===== src/rtl/router_pkg.sv =====
// Shared state encoding and channel helpers for the N-channel router control FSM.
package router_pkg;

  typedef enum logic [3:0] {
    DECODE_ADDRESS     = 4'd0,
    LOAD_FIRST_DATA    = 4'd1,
    LOAD_DATA          = 4'd2,
    WAIT_TILL_EMPTY    = 4'd3,
    FIFO_FULL_STATE    = 4'd4,
    LOAD_AFTER_FULL    = 4'd5,
    LOAD_PARITY        = 4'd6,
    CHECK_PARITY_ERROR = 4'd7,
    DROP_PACKET        = 4'd8
  } state_e;

  localparam int MAX_CH = 16;

  function automatic logic addr_legal(input int unsigned addr, input int unsigned num_ch);
    return addr < num_ch;
  endfunction

  // Illegal addresses select nothing, so callers can AND with per-channel flags safely.
  function automatic logic [MAX_CH-1:0] onehot(input int unsigned addr, input int unsigned num_ch);
    if (addr < num_ch && addr < MAX_CH) return MAX_CH'(1) << addr;
    return '0;
  endfunction

endpackage


===== src/rtl/router_wait_timer.sv =====
// Bounded WAIT_TILL_EMPTY timer: counts cycles spent waiting and raises a
// registered one-cycle timeout_err when the wait expires without being released.
module router_wait_timer #(
  parameter int WAIT_TO = 32
) (
  input  logic clock,
  input  logic resetn,
  input  logic in_wait,
  input  logic hold,
  output logic expire,
  output logic timeout_err
);

  // A zero-width counter is not legal, so the disabled case keeps one bit.
  localparam int CNT_W = (WAIT_TO > 0) ? $clog2(WAIT_TO + 1) : 1;

  logic [CNT_W-1:0] wait_cnt;

  always_ff @(posedge clock or negedge resetn) begin
    if (!resetn) begin
      wait_cnt    <= '0;
      timeout_err <= 1'b0;
    end else begin
      wait_cnt    <= in_wait ? wait_cnt + 1'b1 : '0;
      timeout_err <= in_wait && expire && !hold;
    end
  end

  generate
    if (WAIT_TO == 0) begin : g_no_timeout
      assign expire = 1'b0;
    end else begin : g_timeout
      assign expire = (wait_cnt == CNT_W'(WAIT_TO - 1));
    end
  endgenerate

endmodule


===== src/rtl/router_fsm_nch.sv =====
// N-channel router control FSM with illegal-address drop and bounded wait.
// Define ROUTER_FSM_STATS_EN to add saturating drop_count/timeout_count outputs.
module router_fsm_nch
  import router_pkg::*;
#(
  parameter int NUM_CH  = 3,
  parameter int ADDR_W  = 2,
  parameter int WAIT_TO = 32
) (
  input  logic              clock,
  input  logic              resetn,
  input  logic              pkt_valid,
  input  logic [ADDR_W-1:0] data_in,
  input  logic              fifo_full,
  input  logic [NUM_CH-1:0] fifo_empty,
  input  logic [NUM_CH-1:0] soft_reset,
  input  logic              parity_done,
  input  logic              low_pkt_valid,
  output logic              detect_add,
  output logic              lfd_state,
  output logic              ld_state,
  output logic              laf_state,
  output logic              full_state,
  output logic              write_enb_reg,
  output logic              rst_int_reg,
  output logic              busy,
  output logic              drop_state,
  output logic [ADDR_W-1:0] addr_q,
  output logic [NUM_CH-1:0] write_sel,
  output logic              timeout_err
`ifdef ROUTER_FSM_STATS_EN
  ,
  output logic [15:0]       drop_count,
  output logic [15:0]       timeout_count
`endif
);

  state_e            state, next_state;
  logic [NUM_CH-1:0] hdr_sel, addr_sel;
  logic              hdr_legal, hdr_empty, addr_empty, sr_hit, in_wait, expire;

  assign hdr_sel    = NUM_CH'(onehot(32'(data_in), NUM_CH));
  assign addr_sel   = NUM_CH'(onehot(32'(addr_q), NUM_CH));
  assign hdr_legal  = addr_legal(32'(data_in), NUM_CH);
  assign hdr_empty  = |(fifo_empty & hdr_sel);
  assign addr_empty = |(fifo_empty & addr_sel);
  // addr_sel is zero for an illegal addr_q, so a dropped packet ignores soft reset.
  assign sr_hit     = |(soft_reset & addr_sel);
  assign in_wait    = (state == WAIT_TILL_EMPTY);

  router_wait_timer #(.WAIT_TO(WAIT_TO)) u_wait_timer (
    .clock      (clock),
    .resetn     (resetn),
    .in_wait    (in_wait),
    .hold       (addr_empty | sr_hit),
    .expire     (expire),
    .timeout_err(timeout_err)
  );

  always_comb begin
    next_state = state;
    case (state)
      DECODE_ADDRESS:
        if (pkt_valid) begin
          if (!hdr_legal)     next_state = DROP_PACKET;
          else if (hdr_empty) next_state = LOAD_FIRST_DATA;
          else                next_state = WAIT_TILL_EMPTY;
        end
      WAIT_TILL_EMPTY:
        if (addr_empty)  next_state = LOAD_FIRST_DATA;
        else if (expire) next_state = DROP_PACKET;
      LOAD_FIRST_DATA: next_state = LOAD_DATA;
      LOAD_DATA:
        if (fifo_full)       next_state = FIFO_FULL_STATE;
        else if (!pkt_valid) next_state = LOAD_PARITY;
      FIFO_FULL_STATE:
        if (!fifo_full) next_state = LOAD_AFTER_FULL;
      LOAD_AFTER_FULL:
        if (parity_done)        next_state = DECODE_ADDRESS;
        else if (low_pkt_valid) next_state = LOAD_PARITY;
        else                    next_state = LOAD_DATA;
      LOAD_PARITY:        next_state = CHECK_PARITY_ERROR;
      CHECK_PARITY_ERROR: next_state = fifo_full ? FIFO_FULL_STATE : DECODE_ADDRESS;
      DROP_PACKET:
        if (!pkt_valid) next_state = DECODE_ADDRESS;
      default:            next_state = DECODE_ADDRESS;
    endcase
    if (sr_hit) next_state = DECODE_ADDRESS;
  end

  always_ff @(posedge clock or negedge resetn) begin
    if (!resetn) state <= DECODE_ADDRESS;
    else         state <= next_state;
  end

  always_ff @(posedge clock or negedge resetn) begin
    if (!resetn)                       addr_q <= '0;
    else if (detect_add && pkt_valid)  addr_q <= data_in;
  end

  assign detect_add    = (state == DECODE_ADDRESS);
  assign lfd_state     = (state == LOAD_FIRST_DATA);
  assign ld_state      = (state == LOAD_DATA);
  assign laf_state     = (state == LOAD_AFTER_FULL);
  assign full_state    = (state == FIFO_FULL_STATE);
  assign rst_int_reg   = (state == CHECK_PARITY_ERROR);
  assign drop_state    = (state == DROP_PACKET);
  assign write_enb_reg = ld_state | laf_state | (state == LOAD_PARITY);
  assign busy          = !(detect_add | ld_state | drop_state);
  assign write_sel     = (write_enb_reg | lfd_state) ? addr_sel : '0;

`ifdef ROUTER_FSM_STATS_EN
  always_ff @(posedge clock or negedge resetn) begin
    if (!resetn) begin
      drop_count    <= '0;
      timeout_count <= '0;
    end else begin
      if (next_state == DROP_PACKET && state != DROP_PACKET && drop_count != 16'hFFFF)
        drop_count <= drop_count + 16'd1;
      if (timeout_err && timeout_count != 16'hFFFF)
        timeout_count <= timeout_count + 16'd1;
    end
  end
`endif

endmodule


===== config.mk =====
export PLATFORM = sky130hd
export DESIGN_NAME = router_fsm_nch
export DESIGN_NICKNAME = d
export VERILOG_FILES = /design/src/rtl/router_pkg.sv /design/src/rtl/router_wait_timer.sv /design/src/rtl/router_fsm_nch.sv
export SDC_FILE = /design/constraint.sdc
export NUM_CORES = 1
export LEC_CHECK = 0
export ABC_CLOCK_PERIOD_IN_PS = 1400
export BUFFER_PORTS_ARGS = -buffer_cell sky130_fd_sc_hd__buf_4
export CELL_PAD_IN_SITES_DETAIL_PLACEMENT = 2
export CELL_PAD_IN_SITES_GLOBAL_PLACEMENT = 2
export CORE_ASPECT_RATIO = 1.25
export CORE_MARGIN = 1
export CORE_UTILIZATION = 26
export CTS_CLUSTER_DIAMETER = 200
export DETAILED_ROUTE_END_ITERATION = 8
export PLACE_DENSITY = 0.75
export SLEW_MARGIN = 20
export SYNTH_ARGS = -nofsm -noshare
export SYNTH_HDL_FRONTEND = slang
export SYNTH_HIERARCHICAL = 1
export SYNTH_SLANG_ARGS = --single-unit

===== constraint.sdc =====
create_clock -name clock -period 1.4 [get_ports clock]
set_input_delay 0 -clock clock [delete_from_list [all_inputs] [get_ports clock]]
set_output_delay 0 -clock clock [all_outputs]
set_load 0.005 [all_outputs]

======== Word-level counts from Yosys, hierarchy flattened ========
Index checks and enable logic that the tools add are counted.
storage, ports and cells
  logic and storage cells ................. 64
  register bits after elaboration ......... 13
  input bits .............................. 14
operators by class
  bitwise operators ....................... 9
  order comparisons ....................... 2
  equality and inequality tests ........... 14
  add/subtract/negate cells ............... 1
  reductions and logical operators ........ 10
  muxes and demuxes ....................... 22
  shift operators ......................... 2
operator list
  cell                   count
  $mux W4                9
  $pmux W4 S9            1
  $mux W3                8
  $eq A4 B3 Y1 const B   4
  $and A3 B3 Y3          3
  $ne A3 B2 Y1 const B   3
  $reduce_or A3 Y1       3
  $eq A4 B2 Y1 const B   2
  $add A6 B1 Y6 const B  1
  $eq A6 B5 Y1 const B   1
  $mux W6                1
  $or A1 B1 Y1           6
  $shl A1 B2 Y3 const A  2
  $reduce_and A5 Y1      1
  $eq A4 B1 Y1 const B   1
  $eq A4 B4 Y1 const B   1
  $logic_not A4 Y1       1
  $lt A2 B2 Y1 const B   2
  $ne A4 B3 Y1 const B   1
  $ne A4 B4 Y1 const B   1
  $logic_and A1 B1 Y1    3
  $logic_not A1 Y1       2
  $mux W1                2
  $mux W2                1

======== Longest topological paths before layout ========
Gate-level depths: netlist of the first run.
  depth after elaboration ................. 10
  mapped depth ............................ 6
  gate-level depth less buffers ........... 6

======== Hierarchy ========
The synthesis of the first run kept the hierarchy.
by module, submodules not included
  module             cells each  instances  area an instance (µm²)
  router_fsm_nch     84          1          666.9
  router_wait_timer  25          1          301.5

======== Worst setup path after synthesis of the first run ========
No wires, ideal clock.
  path kind ............................... reg-to-reg
  start ................................... register addr_q[0]
  end ..................................... register state[1]
  library setup time ...................... 77 ps
  data required time ...................... 1,323 ps
  buffers on the path ..................... 0
  arrival time ............................ 1,518 ps
  setup slack ............................. -196 ps
  cell stages (with the launch flop) ...... 6
  cells stage by stage .................... dfrtp_1 and2b_4 a22oi_2 nor3b_1 or4_1 a21oi_1
on the way
  word-level cells in the longest chain between the ends .. 8
  elaborated cells on any way between the ends .. 18
  those cells by class .................... order compare (1); eq/ne (5); shift (1); mux (6); bitwise (2); reduce/logical (3)
ends and longest elaborated chain
  what                                           line                  RTL
  start: declaration                             router_fsm_nch.sv:28  output logic [ADDR_W-1:0] addr_q,
  start signal: assignment                       router_fsm_nch.sv:98  else if (detect_add && pkt_valid) addr_q <= data_in;
  $lt A2 B2 Y1 or $shl A1 B2 Y3 (tied branches)  router_pkg.sv:24      if (addr < num_ch && addr < MAX_CH) return MAX_CH'(1) << addr;
  $mux W1 or $mux W3 (tied branches)             router_pkg.sv:24
  $mux W3 *                                      router_pkg.sv:25      return '0;
  $and A3 B3 Y3                                  router_fsm_nch.sv:46  assign addr_empty = |(fifo_empty & addr_sel);
  $reduce_or A3 Y1                               router_fsm_nch.sv:46
  $mux W4                                        router_fsm_nch.sv:70  if (addr_empty) next_state = LOAD_FIRST_DATA;
  $pmux W4 S9                                    router_fsm_nch.sv:62  case (state)
  $mux W4                                        router_fsm_nch.sv:88  if (sr_hit) next_state = DECODE_ADDRESS;
  end signal: assignment                         router_fsm_nch.sv:93  else state <= next_state;
  end: declaration                               router_fsm_nch.sv:38  state_e state, next_state;
Mark *: on every way between the ends. The rest lies on a longest branch, timed or not. The select of a mux whose other input is x is not followed.
A chain may end at the register's enable or synchronous reset.

======== Final worst setup path of the first run ========
  start ................................... register state[3]
  end ..................................... register state[3]
on the way
  word-level cells in the longest chain between the ends .. 3
  elaborated cells on any way between the ends .. 17
  those cells by class .................... eq/ne (13); mux (2); reduce/logical (2)
ends and longest elaborated chain
  what                                          line
  $eq A4 B4 Y1, or another cell as far along    router_fsm_nch.sv:62
  $pmux W4 S9, or another cell as far along     router_fsm_nch.sv:62
  $mux W4 or $reduce_and A5 Y1 (tied branches)  --
Several ways; a longest one is shown, not always the timed one.

==> metrics.yaml, run 1 <==
p_sw_frac: 0.415
power_frac_seq: 0.168
grt_overflow: 0
synthSimpleGateAreaFrac: 0.339
grt_pass1_vias: 1412
yosys_register_bits: 13
yosysUniqueCellTypes: 47
fin_ws_ps: -372
fin_skew_ps: 2.49
boundaryPins: 29
wire_per_inst_um: 26.4
gp_congestion: 0.731
synth_compound_area_frac: 0.185
dr.pass1.iters: 4
hold_path.class: "input pin to register"
clk_path_buf_depth: 2
leakage_nw: 0.896
drt_iter0_markers: 67
fin_nets: 208
place_area_um2: 1480
final_area_um2: 1940
die_y_um: 70.2
drv_slew: 0
p_int_mw: 2.02
switchingPower_mw: 1.44
postRouteAntennaNets: 0
cts-htree-levels: 1
clk_pin_slew_ps: 50
worstSetupPathType: "register to register"
clockRootBuffer: "clkbuf_8"
whs_ps: 43.3
cts_tree: "yes"
cp-start-kind: "register"
grt_setup_unrepaired: "true"
antenna_cells: 0
layout-drive-gt1-share: 0.688
fillers: 354
clkSinkCount: 13
power.share.clock: 0.096
period_needed_ps: 1770
finalSetupTns_ps: -3330
powerDensity_nw_per_um2: 1790
totalWireLength_um: 6090
worst_slew_pin_slew_ps: 311
worst_setup_path_end_kind: "register"
vdd_drop_max_mv: 0.851
total_power_mw: 3.46
synth_top_family_by_area: "simple AND/OR/NAND/NOR gates"
outcome: "complete, but fails checks"
grt_max_degree: 17
viasPerCell: 5.42
final_util: 0.551
io_buffers: 28
ys_seq_area_frac: 0.336
synth-xor-area-share: 0.0271
area_growth_pct: 100
p_comb_frac: 0.736
clkLatencyLatePin_ps: 240
setup_viol: 24
core_area_um2: 3510
synthAdderAreaFrac: 0.0129
async_flop_share: 1.00
max-cap-violations: 0
hold_viol_final: 0
cp_max_fo: 5
grt_usage: 0.255
synth_nets: 124
ys_warn_count: 6
synth_edf_count: 0
worst_ep_arrival_time_ps: 1890
yosys_most_used_dff: "dfrtp_1"
grt_antenna_before_repair: 0
post-route-period-util: 1.27
die_x_um: 56.6
grt_pass1_wl_um: 7580
violations: "negative setup slack"
drcViolationCount: 0
relSlewSlack: 0.793
netlist_area_um2: 968
rows: 24
fmax_ghz: 0.564
critPathRequiredTime_ps: 1520
initial_core_util: 0.276
dpl.hpwl_um: 3140
syn_area_per_cell_um2: 8.88
die_area_um2: 3970
synthMuxAreaShare: 0.0607
synth_cells: 109
vias: 1251
cts_buffers: 3
[power by group through the flow]
stage | registers (mW) | logic [mW] | clock network (mW)
CTS | 0.552 | 1.98 | 0.340
floorplan | 0.534 | 0.715 | 0
global placement | 0.534 | 1.49 | 0
detailed placement | 0.548 | 1.59 | 0
finish | 0.583 | 2.55 | 0.331
global route | 0.587 | 2.66 | 0.355
[worst paths after layout]
path	to	start	cells after the start	slack, ps
worst max-delay path	state[3]	state[3]	5	-370
worst min-delay path	addr_q[1]	data_in[1]	2	40
worst max register to register	state[3]	state[3]	5	-370
worst min register to register	u_wait_timer/timeout_err	u_wait_timer/wait_cnt[5]	1	570
max in group asynchronous	addr_q[0]	resetn	2	1080
min in group asynchronous	u_wait_timer/wait_cnt[0]	resetn	2	140
[metal layers]
metal  wire length, µm  track usage  vias to the layer above
li1                  -            -                      559
met1              2290        0.256                      626
met2              3410        0.529                       45
met3               140       0.0222                       21
met4               246       0.0759                        0
met5                 0            0                        -
[Yosys cell counts, types with 2 or more instances]
library cell,n,area share
nor2b_1,4,0.026
a2111oi_0,2,0.018
xnor2_1,2,0.018
and2_1,6,0.039
a21oi_1,7,0.036
mux2_2,3,0.035
or3_1,2,0.013
dfrtp_1,13,0.34
inv_1,2,0.0078
nor3_1,6,0.031
nor2_1,8,0.031
o22ai_1,2,0.013
nand3_1,2,0.010
o21ai_0,5,0.026
nand2_1,8,0.031
or4_1,2,0.015
nor3b_1,2,0.015
nand2b_1,4,0.026
[worst max-delay path: stages, from the launching register on]
cell and delay [ps]:
dfrtp_2 470, or4_4 550, o21a_1 160, a21oi_4 190, o21ai_1 100, and3_1 170
[layout make-up]
class | instances | area (µm²) | share of cell area
multi-input combinational | 89 | 803 | 0.415
timing repair buffer | 84 | 698 | 0.360
sequential | 13 | 332 | 0.171
tap | 39 | 48.8 | 0.0252
clock buffer | 4 | 45.0 | 0.0233
inverter | 2 | 10.0 | 0.00517
[through the flow]
step	setup WS, ps	cells
final	-372	231
after global routing	-402	231
after CTS	-254	220
after detailed placement	-283	208
after global placement	-219	208
after floorplan	-162	109
[state kept, by name, summed over array words and instances, names as in the netlist]
| name | flops |
|---|---|
| u_wait_timer/wait_cnt | 6 |
| state | 4 |
| addr_q | 2 |
| u_wait_timer/timeout_err | 1 |
[placed cells by master, fill, tap and decap left out, types with 2 or more instances in the layout]
| cell | Yosys | final |
|---|---|---|
| o22ai_1 | 2 | 2 |
| nand3_1 | 2 | 2 |
| nor2b_1 | 4 | 3 |
| dfrtp_2 | 0 | 5 |
| o21ai_0 | 5 | 4 |
| mux2_2 | 3 | 2 |
| mux2_4 | 1 | 2 |
| nor3_1 | 6 | 2 |
| nor2_2 | 0 | 2 |
| nor2_1 | 8 | 5 |
| nand2_1 | 8 | 6 |
| nor3_4 | 0 | 2 |
| nor3_2 | 0 | 2 |
| nand2b_4 | 1 | 3 |
| buf_6 | 1 | 12 |
| a2111oi_4 | 0 | 2 |
| and2_1 | 6 | 5 |
| or4_4 | 0 | 2 |
| buf_4 | 1 | 69 |
| nand2b_1 | 4 | 2 |
| clkbuf_8 | 0 | 3 |
| a21oi_2 | 1 | 6 |
| dfrtp_1 | 13 | 8 |
| xnor2_1 | 2 | 2 |
[repair_timing]
action	CTS	global route
setup buffers	7	13
hold endpoints to repair	13	0
endpoints found under the setup margin	23	24
gates resized for setup	39	26
hold buffers	1	0
pin swaps	8	11
[cells by family (layout without fill, tap and decap cells)]
family	after synthesis	count (layout)
flops	13	13
fa+ha+maj	1	1
compound gates	26	26
simple gates	54	54
buf+inv	7	90
mux	5	5
xor+xnor	3	3
No activity file was read; power rests on OpenSTA's default activity.
==> inputs of run 2 (changes only) <==
REMOVE_ABC_BUFFERS = 1   (was not set)
==> run 2 against run 1 <==
- the run still ends with negative setup slack left
- die area is the same
- global-route usage decreased by 4.8 points
- total power decreased by 6.8%
- wire length shrank 25%
- clock power increased by 7.9%
- sequential share of layout area increased by 0.42 points
- sequential power decreased by 4.8%
- critical path type unchanged
- largest power group unchanged
- highest routed layer unchanged
==> metrics.yaml, run 2 (synthesis gave the netlist of run 1 again) <==
fin_nets: 200  # -3.8%
grt_max_degree: 14  # -3
worst_ep_arrival_time_ps: 1880  # about the same
startpoint: "state[2]"
drt_iter0_markers: 27  # -60%
fmax_ghz: 0.587  # +4.0%
grt_overflow: 0  # unchanged
clockRootBuffer: "clkbuf_8"
outcome: "complete, but fails checks"
initial_core_util: 0.276  # unchanged
clk_path_buf_depth: 2  # unchanged
total_power_mw: 3.23  # -6.8%
die_area_um2: 3970  # unchanged
mostFrequentLayoutCells: "57 x buf_4, 18 x buf_6, 9 x dfrtp_1"
io_buffers: 28  # unchanged
grt_pass1_wl_um: 6310  # -17%
core_area_um2: 3510  # unchanged
final_common_cell: "buf_4"
powerDensity_nw_per_um2: 1710  # -4.1%
post-route-period-util: 1.22  # -0.0492
cp_max_fo: 9  # +4
critPathRequiredTime_ps: 1580  # +60 ps
rows: 24  # unchanged
rr_worst_depth: 6  # +1
hold_path.class: "input pin to register"
crit_path_end: "state[1]"
dpl.hpwl_um: 2820  # -10%
postRouteAntennaNets: 0  # unchanged
leakage_nw: 0.858  # -4.3%
clk_pin_slew_ps: 60  # about the same
period_needed_ps: 1700  # -68.9 ps
cts_tree: "yes"
top_register: "u_wait_timer/wait_cnt"
cts-htree-levels: 1  # unchanged
grt_usage: 0.207  # -0.0482
relSlewSlack: 0.805  # +0.0128
grt_pass1_vias: 1244  # -12%
grt_setup_unrepaired: "true"
drv_slew: 0  # unchanged
max-cap-violations: 0  # unchanged
dr.pass1.iters: 4  # unchanged
reg_top3: "u_wait_timer/wait_cnt: 6 flops, state: 4 flops, addr_q: 2 flops"
viasPerCell: 5.19  # -4.1%
hold_viol_final: 0  # unchanged
worstSetupPathType: "register to register"
clkLatencyLatePin_ps: 250  # about the same
fin_ws_ps: -303  # +68.9 ps
cp-start-kind: "register"
antenna_cells: 0  # unchanged
vias: 1158  # -7.4%
area_growth_pct: 94.4
worst_setup_path_end_kind: "register"
largest_reg_flops: 6  # unchanged
wire_per_inst_um: 20.6  # -22%
reg2reg_from: "state[2]"
whs_ps: 22.5  # -20.7 ps
violations: "negative setup slack"
vdd_drop_max_mv: 0.777  # -8.8%
totalWireLength_um: 4580  # -25%
grt_antenna_before_repair: 0  # unchanged
die_x_um: 56.6  # unchanged
r2r_setup_slack_ps: -300  # +70 ps
worst_slew_pin_slew_ps: 292  # -18.5 ps
clkSinkCount: 13  # unchanged
die_y_um: 70.2  # unchanged
fin_skew_ps: 2.79  # +0.292 ps
finalSetupTns_ps: -2050  # +1280 ps
r2r_end: "state[1]"
boundaryPins: 29  # unchanged
gp_congestion: 0.771  # +5.4%
cts_buffers: 3  # unchanged
layout-drive-gt1-share: 0.696  # +0.00815
drcViolationCount: 0  # unchanged
setup_viol: 17  # -29%
-- run 2: changes by cell type in the layout (fill, tap and decap cells not counted), moves of 2 or more --
cell | previous run | this run
o21ai_2 | 1 | 3
buf_6 | 12 | 18
buf_4 | 69 | 57
nor3_2 | 2 | 4
-- run 2: where the power goes --
part | switching [mW] | leakage [nW] | total, mW | internal (mW)
Sequential | 0.105 | 0.169 | 0.555 | 0.450
Clock | 0.159 | 0.0255 | 0.357 | 0.197
Combinational | 1.04 | 0.664 | 2.32 | 1.27
-- run 2: metrics by stage --
step	utilization	worst slack, ps	instance area, µm²	std cells
6_report	0.536	-303	1880	223
5_1_grt	0.536	-361	1880	223
4_1_cts	0.484	-245	1700	216
3_5_place_dp	0.413	-332	1450	205
3_3_place_gp	0.413	-209	1450	205
2_1_floorplan	-	-319	937	104
-- run 2: final cells by class --
| cell class | count | area [µm²] |
|---|---|---|
| Sequential cell | 13 | 330 |
| Clock inverter | 1 | 5.00 |
| Timing Repair Buffer | 76 | 641 |
| Multi-Input combinational cell | 89 | 807 |
| Fill cell | 366 | 1630 |
| Clock buffer | 3 | 41.3 |
| Inverter | 2 | 10.0 |
| Tap cell | 39 | 48.8 |
-- run 2: how the worst min path moves through the flow --
| stage | startpoint | endpoint | slack (ps) | cells past startpoint |
|---|---|---|---|---|
| after detailed placement | resetn | u_wait_timer/wait_cnt[5] | -140 | 1 |
| after floorplan | resetn | addr_q[0] | -300 | 0 |
| after CTS | data_in[0] | addr_q[0] | 20 | 2 |
| final | data_in[1] | addr_q[1] | 20 | 2 |
| after global placement | resetn | u_wait_timer/wait_cnt[5] | -150 | 1 |
| after global routing | data_in[1] | addr_q[1] | 20 | 2 |
-- run 2: timing repair --
| action | 4_1_cts | 5_1_grt |
|---|---|---|
| setup endpoints to repair | 20 | 24 |
| hold endpoints to repair | 13 | 0 |
| hold buffers | 1 | 0 |
| gates resized for setup | 33 | 35 |
| setup buffers | 6 | 8 |
| pin swaps | 8 | 16 |
-- run 2: critical path: stages, from the launching register on --
cell and delay, ps:
dfrtp_2 460, buf_6 160, and2_1 160, o22ai_1 180, a21oi_1 90, or4_4 440
a21oi_2 140
-- run 2: metal layers --
| metal | wire length, µm | track usage |
|---|---|---|
| met4 | 103 | 0.0867 |
| met5 | 0 | 0 |
| met3 | 138 | 0.0407 |
| met1 | 1780 | 0.222 |
| met2 | 2570 | 0.386 |
==> inputs of run 3 (changes only) <==
CELL_PAD_IN_SITES_DETAIL_PLACEMENT = 0   (was 2)
CELL_PAD_IN_SITES_GLOBAL_PLACEMENT = 1   (was 2)
CORE_UTILIZATION = 33   (was 26)
PLACE_DENSITY = 0.76   (was 0.75)
==> run 3 against run 2 <==
- the run still ends with negative setup slack left
- register-to-register slack improved by 50 ps
- non-clock buffer count shrank 3
- maximum frequency is 3.2% higher
- via count fell by 4.8%
- final area shrank 6.4%
- wire length decreased by 33%
- total power fell by 16%
- cell count fell by 3.6%
- combinational power is 18% lower
==> metrics.yaml, run 3 (synthesis gave the netlist of run 1 again) <==
io_buffers: 28  # unchanged
initial_core_util: 0.354  # +0.0788
fin_skew_ps: 2.50  # -0.284 ps
stdcell_count: 215  # -3.6%
fmax_ghz: 0.606  # +3.2%
cts-htree-levels: 1  # unchanged
boundaryPins: 29  # unchanged
die_area_um2: 3160  # -21%
reg_top3: "u_wait_timer/wait_cnt: 6 flops, state: 4 flops, addr_q: 2 flops"
cts_tree: "yes"
top_register: "u_wait_timer/wait_cnt"
mostFrequentLayoutCells: "61 x buf_4, 9 x dfrtp_1, 8 x nand2_1, 8 x buf_6, 6 x nor2_1"
largest_reg_flops: 6  # unchanged
die_y_um: 62.6  # -11%
place_area_um2: 1450  # -0.43%
clkSinkCount: 13  # unchanged
cp_max_fo: 4  # -5
vdd_drop_max_mv: 0.871  # +12%
grt_usage: 0.210  # +0.00232
die_x_um: 50.5  # -11%
drt_iter0_markers: 22  # -19%
layout-drive-gt1-share: 0.613  # -0.0824
area_growth_pct: 82.0
max-cap-violations: 0  # unchanged
clk_pin_slew_ps: 80  # +20 ps
critPathRequiredTime_ps: 1610  # +30 ps
preCtsSetupSlack_ps: -308  # +23.7 ps
period_needed_ps: 1650  # -52.1 ps
clockRootBuffer: "clkbuf_4"
worst_slew_pin_slew_ps: 298  # +5.82 ps
hold_viol_final: 0  # unchanged
worstSetupPathType: "register to register"
grt_pass1_wl_um: 5000  # -21%
worst_setup_path_end_kind: "register"
post-route-period-util: 1.18  # -0.0372
dp_cells: 200  # -2.4%
violations: "negative setup slack"
final_area_um2: 1760  # -6.4%
rows: 21  # -13%
grt_setup_unrepaired: "true"
antenna_cells: 0  # unchanged
grt_antenna_before_repair: 0  # unchanged
core_area_um2: 2730  # -22%
grt_overflow: 0  # unchanged
postRouteAntennaNets: 0  # unchanged
hold_path.class: "input pin to register"
dpl.hpwl_um: 2180  # -23%
totalWireLength_um: 3070  # -33%
setup_viol: 17  # unchanged
fin_ws_ps: -251  # +52.1 ps
gp_congestion: 0.846  # +9.7%
fin_nets: 197  # -1.5%
viasPerCell: 5.13  # -1.3%
final_common_cell: "buf_4"
cp-start-kind: "register"
clk_path_buf_depth: 2  # unchanged
clkLatencyLatePin_ps: 280  # +30 ps
drcViolationCount: 0  # unchanged
outcome: "complete, but fails checks"
total_power_mw: 2.70  # -16%
grt_max_degree: 14  # unchanged
worst_ep_arrival_time_ps: 1860  # -20 ps
grt_pass1_vias: 1120  # -10%
powerDensity_nw_per_um2: 1530  # -11%
dr.pass1.iters: 4  # unchanged
wire_per_inst_um: 14.3  # -30%
vias: 1102  # -4.8%
drv_slew: 0  # unchanged
cts_buffers: 3  # unchanged
relSlewSlack: 0.801  # -0.00388
finalSetupTns_ps: -1930  # +119 ps
leakage_nw: 0.802  # -6.5%
## run 3: cell count changes in the layout (fill, tap and decap cells not counted), moves of 3 or more
cell           delta
buf_4             +4
buf_6            -10
clkbuf_4          +3
clkbuf_8          -3
dlygate4sd3_1     +3
nand2_1           +3
## run 3: critical path: stages, from the launching register on
cell	delay, ps
dfrtp_1	430
and2b_4	270
a22oi_2	80
nor3b_2	170
or4_4	480
a21oi_2	140
## run 3: layout make-up
class                      count  area (µm²)
tap                           34        42.5
inverter                       2        10.0
multi-input combinational     89         766
clock buffer                   4        26.3
sequential                    13         330
timing repair buffer          73         588
fill                         248         970
## run 3: report_power, final
group / switching, mW / internal [mW] / leakage (nW)
clock: 0.129 / 0.110 / 0.0150
sequential: 0.113 / 0.449 / 0.169
combinational: 0.814 / 1.08 / 0.618
## run 3: path summary, 6_finish.rpt
kind / from / end / cells after the start / slack, ps
setup / recovery: addr_q[0] / state[1] / 5 / -250
hold / removal: soft_reset[2] / u_wait_timer/timeout_err / 4 / 40
setup reg to reg: addr_q[0] / state[1] / 5 / -250
hold reg to reg: u_wait_timer/wait_cnt[5] / u_wait_timer/timeout_err / 1 / 560
max in group asynchronous: resetn / state[3] / 2 / 1130
min in group asynchronous: resetn / u_wait_timer/timeout_err / 2 / 100
## run 3: per-layer routing
layer,track usage,vias to the layer above,routed length (µm)
li1,-,545,-
met2,0.382,21,1710
met1,0.238,534,1280
met4,0.101,0,27
met3,0.0170,2,50
met5,0,-,0
## run 3: metrics by stage
| step | hold WS [ps] | utilization |
|---|---|---|
| 2_1_floorplan | -296 | - |
| 3_3_place_gp | -148 | 0.529 |
| 3_5_place_dp | -144 | 0.529 |
| 4_1_cts | 55.4 | 0.606 |
| 5_1_grt | 58.8 | 0.645 |
| 6_report | 44.0 | 0.645 |
## run 3: what timing repair did
action | 4_1_cts | 5_1_grt
endpoints found under the hold margin | 16 | 0
resized for setup | 28 | 23
setup endpoints to repair | 22 | 24
setup buffers | 4 | 5
pin swaps | 9 | 8
hold buffers | 4 | 0
